**config.mk**
```make
export PLATFORM = sky130hd
export DESIGN_NAME = phase_addr_gen
export DESIGN_NICKNAME = d
export VERILOG_FILES = /design/src/rtl/phase_addr_gen.sv
export SDC_FILE = /design/constraint.sdc
export NUM_CORES = 1
export LEC_CHECK = 0
export ABC_AREA = 0
export CAP_MARGIN = 20
export CORE_UTILIZATION = 58
export CTS_CLUSTER_SIZE = 16
export DETAILED_ROUTE_END_ITERATION = 10
export PLACE_DENSITY = 0.95
export REMOVE_ABC_BUFFERS = 1
export SYNTH_ARGS = -nofsm -noshare
export SYNTH_HDL_FRONTEND = slang
export SYNTH_SLANG_ARGS = --single-unit
export TNS_END_PERCENT = 50
```
**constraint.sdc**
```tcl
create_clock -name clk -period 4.2 [get_ports clk]
set_clock_uncertainty 0.2 [all_clocks]
set_input_delay 0.42 -clock clk [delete_from_list [all_inputs] [get_ports clk]]
set_output_delay 0.42 -clock clk [all_outputs]
set_load 0.005 [all_outputs]
```
**src/rtl/phase_addr_gen.sv**
```systemverilog
// Phase accumulator that steps a 256-point table address once per sample tick.
// Define STEP_LATCH_EN to latch f_step only at period boundaries.
module phase_addr_gen #(
  parameter int unsigned DIV = 2000
) (
  input  logic       clk,
  input  logic       rst,
  input  logic       en,
  input  logic [7:0] f_step,
  output logic [7:0] addr,
  output logic       tick,
  output logic       wrap,
  output logic       busy
);

  typedef enum logic [1:0] {
    IDLE  = 2'd0,
    RUN   = 2'd1,
    DRAIN = 2'd2
  } state_t;

  localparam logic [15:0] LAST = 16'(DIV - 1);

  state_t      state_q, state_d;
  logic [15:0] presc_q, presc_d;
  logic [7:0]  addr_q, addr_d;
  logic        tick_q, tick_d;
  logic        wrap_q, wrap_d;
  logic [7:0]  step_eff;
  logic [8:0]  sum;
  logic        tick_now;

  assign tick_now = (state_q != IDLE) && (presc_q == LAST);
  assign sum      = {1'b0, addr_q} + {1'b0, step_eff};

`ifdef STEP_LATCH_EN
  logic [7:0] step_q, step_d;
  logic       step_load;

  assign step_eff = step_q;

  // Reload on entry and on every period boundary only.
  always_comb begin
    step_load = 1'b0;
    if (state_q == IDLE && en)
      step_load = 1'b1;
    else if (tick_now && sum[8])
      step_load = 1'b1;
    step_d = step_load ? f_step : step_q;
  end

  always_ff @(posedge clk) begin
    if (rst) step_q <= 8'd0;
    else     step_q <= step_d;
  end
`else
  assign step_eff = f_step;
`endif

  always_comb begin
    state_d = state_q;
    presc_d = tick_now ? 16'd0 : presc_q + 16'd1;
    addr_d  = addr_q;
    tick_d  = 1'b0;
    wrap_d  = 1'b0;
    unique case (state_q)
      IDLE: begin
        presc_d = 16'd0;
        addr_d  = 8'd0;
        if (en) state_d = RUN;
      end
      RUN: begin
        if (tick_now) begin
          addr_d = sum[7:0];
          tick_d = 1'b1;
          wrap_d = sum[8];
        end
        if (!en) begin
          if (step_eff == 8'd0) begin
            // A zero step can never complete the period.
            state_d = IDLE;
            presc_d = 16'd0;
            addr_d  = 8'd0;
            tick_d  = 1'b0;
            wrap_d  = 1'b0;
          end else begin
            state_d = DRAIN;
          end
        end
      end
      DRAIN: begin
        if (step_eff == 8'd0) begin
          state_d = IDLE;
          presc_d = 16'd0;
          addr_d  = 8'd0;
        end else if (tick_now && sum[8]) begin
          state_d = IDLE;
          presc_d = 16'd0;
          addr_d  = 8'd0;
          tick_d  = 1'b1;
          wrap_d  = 1'b1;
        end else begin
          if (tick_now) begin
            addr_d = sum[7:0];
            tick_d = 1'b1;
          end
          if (en) state_d = RUN;
        end
      end
      default: begin
        state_d = IDLE;
        presc_d = 16'd0;
        addr_d  = 8'd0;
      end
    endcase
  end

  always_ff @(posedge clk) begin
    if (rst) begin
      state_q <= IDLE;
      presc_q <= 16'd0;
      addr_q  <= 8'd0;
      tick_q  <= 1'b0;
      wrap_q  <= 1'b0;
    end else begin
      state_q <= state_d;
      presc_q <= presc_d;
      addr_q  <= addr_d;
      tick_q  <= tick_d;
      wrap_q  <= wrap_d;
    end
  end

  assign addr = addr_q;
  assign tick = tick_q;
  assign wrap = wrap_q;
  assign busy = (state_q != IDLE);

endmodule

```
* Word level (Yosys, flattened, before mapping)
Cells that the tools add are included.
** Storage, ports and cells
- Input bits :: 11
- Output and inout bits :: 11
- Register bits :: 28
- Logic and storage cells :: 46
** Operators by class
- Multiplexer cells :: 30
- Reduce and logical (&&, ||, !) cells :: 5
- $add $sub $neg :: 2
- Equal/unequal tests :: 4
** Operators by type and width (count)
- $mux 16 :: 5
- $mux 8 :: 5
- $pmux 16 s2 :: 1
- $add 16x1->16 const B :: 1
- $eq 16x11->1 const B :: 1
- $pmux 8 s2 :: 1
- $mux 1 :: 10
- $mux 2 :: 5
- $add 8x8->9 :: 1
- $logic_not 8->1 :: 1
- $pmux 2 s3 :: 1
- $pmux 1 s2 :: 2
- $eq 2x1->1 const B :: 1
- $eq 2x2->1 const B :: 1
- $logic_and 1x1->1 :: 2
- $logic_not 2->1 :: 1
- $ne 2x2->1 const B :: 1
- $reduce_bool 2->1 :: 1

* Logic depth before layout (Yosys ltp)
- Depth in word-level cells :: 6
- Gate-level depth with buffers :: 10
- Depth with buffers taken out :: 9

* Worst setup path after synthesis
No wires, ideal clock.
- Path type :: in2reg
- From :: in f_step[0]
- To :: reg addr_q[1], in the netlist addr[1]
- Setup time :: 0.086 ns
- Setup slack :: 1.978 ns
- Buffers on the path :: 0
- Data arrival time :: 1.937 ns
- Required time :: 3.914 ns
- Stages on the path :: 9
- Cell sequence :: ha_1 > inv_1 > fa_1 > nand2b_1 > a21oi_1 > o41a_1 > a21oi_1 > o21ai_4 > a211oi_1
** Between the ends
- Word-level cells in the longest chain between the ends :: 5
- Elaborated cells between the ends (all ways) :: 9
- Those cells by class :: add/sub (1); mux (6); reduce/logical (2)
** Ends and longest elaborated chain
- start: declaration :: line 9 : input logic [7:0] f_step,
- $add 8x8->9 :: line 34 : assign sum = {1'b0, addr_q} + {1'b0, step_eff};
- $mux 8 / $logic_and 1x1->1 (equally long branches) :: line 73, 96
- $mux 8, on equally long branches :: line 96, 79
- $mux 8, on equally long branches :: line 92, 78
- $pmux 8 s2 (*) :: line 66 : unique case (state_q)
- end signal: assignment :: line 128 : addr_q <= addr_d;
- end: declaration :: line 26 : logic [7:0] addr_q, addr_d;
Mark *: on every way between the ends. The rest lies on a longest branch, timed or not.
A chain may end at the register's enable or synchronous reset.

* Final worst setup path
Ends and elaborated chain as after synthesis.

==> out/results.ini <==
[floorplanning]
die_area_sq_um=2980
dieWidth_um=54.5
coreArea_sq_um=2540
io-pin-count=22
num_rows=18
start_util_pct=62.9
dieHeight_um=54.5

[yosys]
synthTopCellsByArea=dfxtp_1 (35%), ha_1 (10%), nor2_1 (6.3%)
netlist_area_sq_um=1600
yosysTopAreaCell=dfxtp_1
synthFlopType=dfxtp_1
synth_top_area_share_pct=35.0
netlist_instances=186
yosysSeqAreaShare_pct=35.0
yosys_register_bits=28
synth_edf_count=0
yosysWarnings=0
avgSynthCellArea_sq_um=8.61
async_flop_share_pct=0
yosysUniqueCellTypes=41

[timing]
fin_tns_setup_ns=0
fmax_ghz=0.389
setup_violations=0
period_needed_ns=2.57
post-route-period-util_pct=61.2
timing.hold.ws_ns=0.259
hold_viol=0
rsz0062_at_grt=false
worst_pin_slew_ns=0.363
slew_headroom_pct=75.6
final_max_slew_viol_count=0

[place]
globalplace.congestion=0.822
io_buffers=21
dpl-instance-area_sq_um=1810
hpwl_mm=2.39
dp_cells=234

[grt]
grt_pass1_wl_mm=4.86
antenna_found_initial=0
grt_pass1_vias=1185
gr-total-overflow=0
grt_use_total_pct=22.8
grt_max_degree=17

[layout]
nets=234
stdcell_count=238
area_delta_synth_final_pct=15.4
layout-drive-gt1-share_pct=6.73
n_antenna_cell=0
fill_cells=196
final_area_sq_um=1850

[route]
drc=0
totalWireLength_mm=2.99
vias_per_cell=5.71
num_vias=1358
drt_iter0_drc=37
dr.pass1.iters=4
final_antenna_net_count=0
wl_per_cell_um=12.6

[critical_path]
crit_slowest_cell=clkdlybuf4s50_1
critPathTopFamily=compound AO/OA/AOI/OAI gates
crit_fanout=8
cp_cell_sequence=clkdlybuf4s50_1 > ha_1 > inv_1 > fa_1 > nand2b_1 > a21oi_1 > o41a_1 > a21oi_1 > o21ai_4 > a211oi_1
cp_slowest_stage_delay_ns=0.49
worst-path-buf-inv=2
arrival_ns=2.57
path_class=input port to register
startpoint_type=input port
cpMostUsedCell=a21oi_1
cp-end-kind=register
crit_required_ns=4.20

[pwr]
vdd_ir_drop_max_mv=0.417
power.leakage_nw=0.640
power.density_nw_per_um2=311

[clock_tree]
cts_buffers=3
clk_pin_slew_worst_paths_ns=0.14
cts_root_buf=clkbuf_4
post_cts_resized=0
cts_sinks=28
cts_setup_buffers=0
cts_tree=yes
cts_hold_buf=0
htreeDepth=1
clk_path_buf_depth=2
clock_latency_ns=0.32

[worst_hold_path]
hp-class=register to register

[run_status]
status=finished, final reports clean

[job]
drv_cap=0

## power breakdown
part           internal (mW)  total (mW)  switching (mW)
registers              0.276       0.286         0.00983
clock network         0.0531       0.126          0.0728
logic                 0.0716       0.162          0.0907
## worst reg2reg max path, stage by stage (launching register included)
cell and delay [ns]:
dfxtp_1 0.37, ha_1 0.17, inv_1 0.05, fa_1 0.39, nand2b_1 0.17, a21oi_1 0.20
o41a_1 0.22, a21oi_1 0.11, o21ai_4 0.26, a211oi_1 0.09
## sequential cells by signal (all words and copies together), names as in the netlist
signal / count
addr: 8
state_q: 2
tick: 1
wrap: 1
presc_q: 16
## area by class of cell
cell class | count | area, sq um | share of cell area (%)
Multi-Input combinational cell | 146 | 970 | 52.5
Sequential cell | 28 | 561 | 30.3
Timing Repair Buffer | 21 | 210 | 11.4
Tap cell | 30 | 37.5 | 2.03
Clock buffer | 4 | 36.3 | 1.96
Inverter | 9 | 33.8 | 1.83
## synthesized netlist by cell type (2+ instances only)
library cell / instances
xor2_1: 9
nand4_1: 5
inv_1: 9
xnor2_1: 10
nand3_1: 6
o21ai_0: 3
a21oi_1: 14
dfxtp_1: 28
nor4_1: 3
nand2_1: 23
nor3_1: 4
and3_1: 2
nand2b_1: 2
ha_1: 13
buf_6: 2
o211ai_1: 2
nor2_1: 27
## layout by cell type (no fill, tap or decap), types with 3 or more instances in the layout
cell | netlist | final
a21oi_1 | 14 | 14
clkbuf_4 | 0 | 3
clkdlybuf4s50_1 | 0 | 21
dfxtp_1 | 28 | 28
ha_1 | 13 | 13
inv_1 | 9 | 9
nand2_1 | 23 | 23
nand3_1 | 6 | 6
nand4_1 | 5 | 5
nor2_1 | 27 | 27
nor3_1 | 4 | 4
nor4_1 | 3 | 3
o21ai_0 | 3 | 3
xnor2_1 | 10 | 10
xor2_1 | 9 | 9
## through the flow
| step | utilization (%) | setup WS (ns) | power, mW |
|---|---|---|---|
| finish | 72.6 | 1.63 | 0.574 |
| global route | 72.6 | 1.46 | 0.609 |
| CTS | 72.6 | 1.63 | 0.576 |
| detailed placement | 71.2 | 1.29 | 0.453 |
| global placement | 71.2 | 1.36 | 0.448 |
| floorplan | - | 1.98 | 0.403 |
## path summary, 6_finish.rpt
| check | start | slack, ns | to | cells after the start |
|---|---|---|---|---|
| setup / recovery | f_step[0] | 1.63 | addr[1] | 10 |
| hold / removal | presc_q[0] | 0.26 | presc_q[0] | 1 |
| setup reg to reg | addr[0] | 1.86 | addr[1] | 9 |
| hold reg to reg | presc_q[0] | 0.26 | presc_q[0] | 1 |
## routing by layer
layer / up-vias / GRT usage, % / part of all wire, %
met4: 0 / 5.98 / 1.3
met1: 627 / 26.9 / 47
met2: 39 / 41.3 / 47
met5: - / 0 / 0
met3: 6 / 5.00 / 4.8
li1: 686 / - / -
## cells by family (layout without fill, tap and decap cells)
group | count (synthesis) | after routing | synth area share (%)
fa+ha+maj | 14 | 14 | 11.4
buf+inv | 12 | 34 | 4.45
flops | 28 | 28 | 35.0
xor+xnor | 19 | 19 | 10.4
simple gates | 85 | 85 | 26.6
compound gates | 28 | 28 | 12.2
Note: power is estimated with default switching activity, not from simulation.
==> RTL change: new RTL, config.mk and constraints unchanged <==
The option `STEP_LATCH_EN` is turned on by a define.
--- a/src/rtl/phase_addr_gen.sv
+++ b/src/rtl/phase_addr_gen.sv
@@ -1,4 +1,6 @@
 // Phase accumulator that steps a 256-point table address once per sample tick.
 // Define STEP_LATCH_EN to latch f_step only at period boundaries.
+`define STEP_LATCH_EN
+
 module phase_addr_gen #(
   parameter int unsigned DIV = 2000
Behaviour: not the same (a bounded check fails within 4 cycles, from zero or initial values and one cycle with rst high).
==> RTL change against the original RTL <==
Non-clock buffer count stayed put; largest cell class unchanged; first-iteration DRC count increased to 3.1 times the old value; sequential cell count up 8; register-to-register slack worse by 0.42 ns; synthesized area is 26% higher; worst hold slack worse by 0.012 ns; combinational power fell by 43%; worst setup slack got worse by 0.19 ns; clock power rose by 97%; critical endpoint is now step_eff[1]$_SDFFE_PP0P_; wire length up 34%; critical path depth shrank 2; total power rose by 22%; final area up 26%.
==> RTL change: results <==
group,metric,value,unit
outcome,outcome,"finished clean",
worst_setup_path,rr_startpoint,"step_eff[0]$_SDFFE_PP0P_",
clock_tree,clkLatencyLatePin,0.34,ns
place,post_dp_cell_area,0.002240,mm²
pwr,pwr-share-clk,35.4,%
layout,layout-drive-gt1-share,7.200,%
worst_setup_path,ff2ff_setup_slack,1.44,ns
place,post-dp-hpwl,2.975,mm
detailed_routing,vias_per_cell,5.561,
logic_synthesis,synthTopCellsByCount,"36 x dfxtp_1, 31 x nor2_1, 18 x nand2b_1",
worst_setup_path,setup.worst_path.class,"register to register",
worst_setup_path,largest_stage_delay_on_the_critical_path,0.81,ns
place,place_congestion,0.8774,
global_route,maximum_number_of_pins_on_one_net_before_global_route_repair,21,
clock_tree,htree_num_levels,2,
clock_tree,cts_made_buffers,5,
logic_synthesis,synth.area.top_cells,"dfxtp_1 36%, ha_1 8.1%, nor2_1 5.8%, nand2b_1 5.6%, mux2i_1 4.5%",
logic_synthesis,synth-seq-area-share,35.78,%
place,dp_slack,1.469,ns
pwr,total_leakage_power,0.8752,nW
global_route,grt_util_all_layers,23.06,%
logic_synthesis,synthDistinctLibCells,51,
worst_setup_path,worst-endpoint-arrival,2.82,ns
worst_setup_path,slowest_cell_on_the_critical_path,"a21boi_1",
detailed_routing,wl_per_cell,13.57,µm
pwr,peakVddDrop,330.2,µV
sta,timing.fmax,362.8,MHz
layout,final.fill_count,268,
pwr,pg_comb,0.0000920,W
global_route,first_pass_grt_wire_length,6.279,mm
## RTL change: final timing paths
kind | to | depth (start not counted)
setup / recovery | step_eff[1]$_SDFFE_PP0P_ | 8
hold / removal | presc_q[0]$_SDFF_PP0_ | 1
setup reg to reg | step_eff[1]$_SDFFE_PP0P_ | 8
hold reg to reg | presc_q[0]$_SDFF_PP0_ | 1
## RTL change: stage by stage
stage	instances	power [W]	hold WS, ns	utilization, %
final	296	0.0007007	0.2472	69.52
after global routing	296	0.0007307	0.2636	69.52
after CTS	296	0.0007051	0.2485	69.52
after detailed placement	288	0.0004596	0.2317	67.12
after global placement	288	0.0004562	0.2260	67.12
after floorplan	221	0.0004283	0.2132	-
## RTL change: per-layer routing
layer  global-route usage, %  share of wire [%]
met3                   4.691                4.5
met1                   29.53                 49
met2                   39.09                 47
met4                   7.143               0.42
met5                       0                  0
## RTL change: area by class of cell
class                      count  area (µm²)  area share [%]
multi-input combinational    174        1210           52.16
inverter                      11       41.29           1.780
sequential                    36       720.7           31.07
clock inverter                 3       42.54           1.834
timing repair buffer          21       210.2           9.062
clock buffer                   5       37.54           1.618
tap                           46       57.56           2.481
## RTL change: worst reg2reg max path: stages (launching register included)
cell      delay [ns]
dfxtp_1         0.35
ha_1            0.22
inv_1           0.08
fa_1            0.17
nor2b_1         0.07
o31a_1          0.30
o221ai_2        0.24
a21boi_1        0.81
mux2i_1         0.26
## RTL change: logic make-up (layout without fill, tap and decap cells)
logic type,Yosys count,count (layout),synth area share (%)
buffers and inverters,18,40,4.161
DFF,36,36,35.78
xor gates and xnor gates,14,14,6.087
muxes,9,9,4.472
AOI/OAI and AO/OA,38,38,13.23
and+or+nand+nor,99,99,27.20
adders and majority gates,14,14,9.069
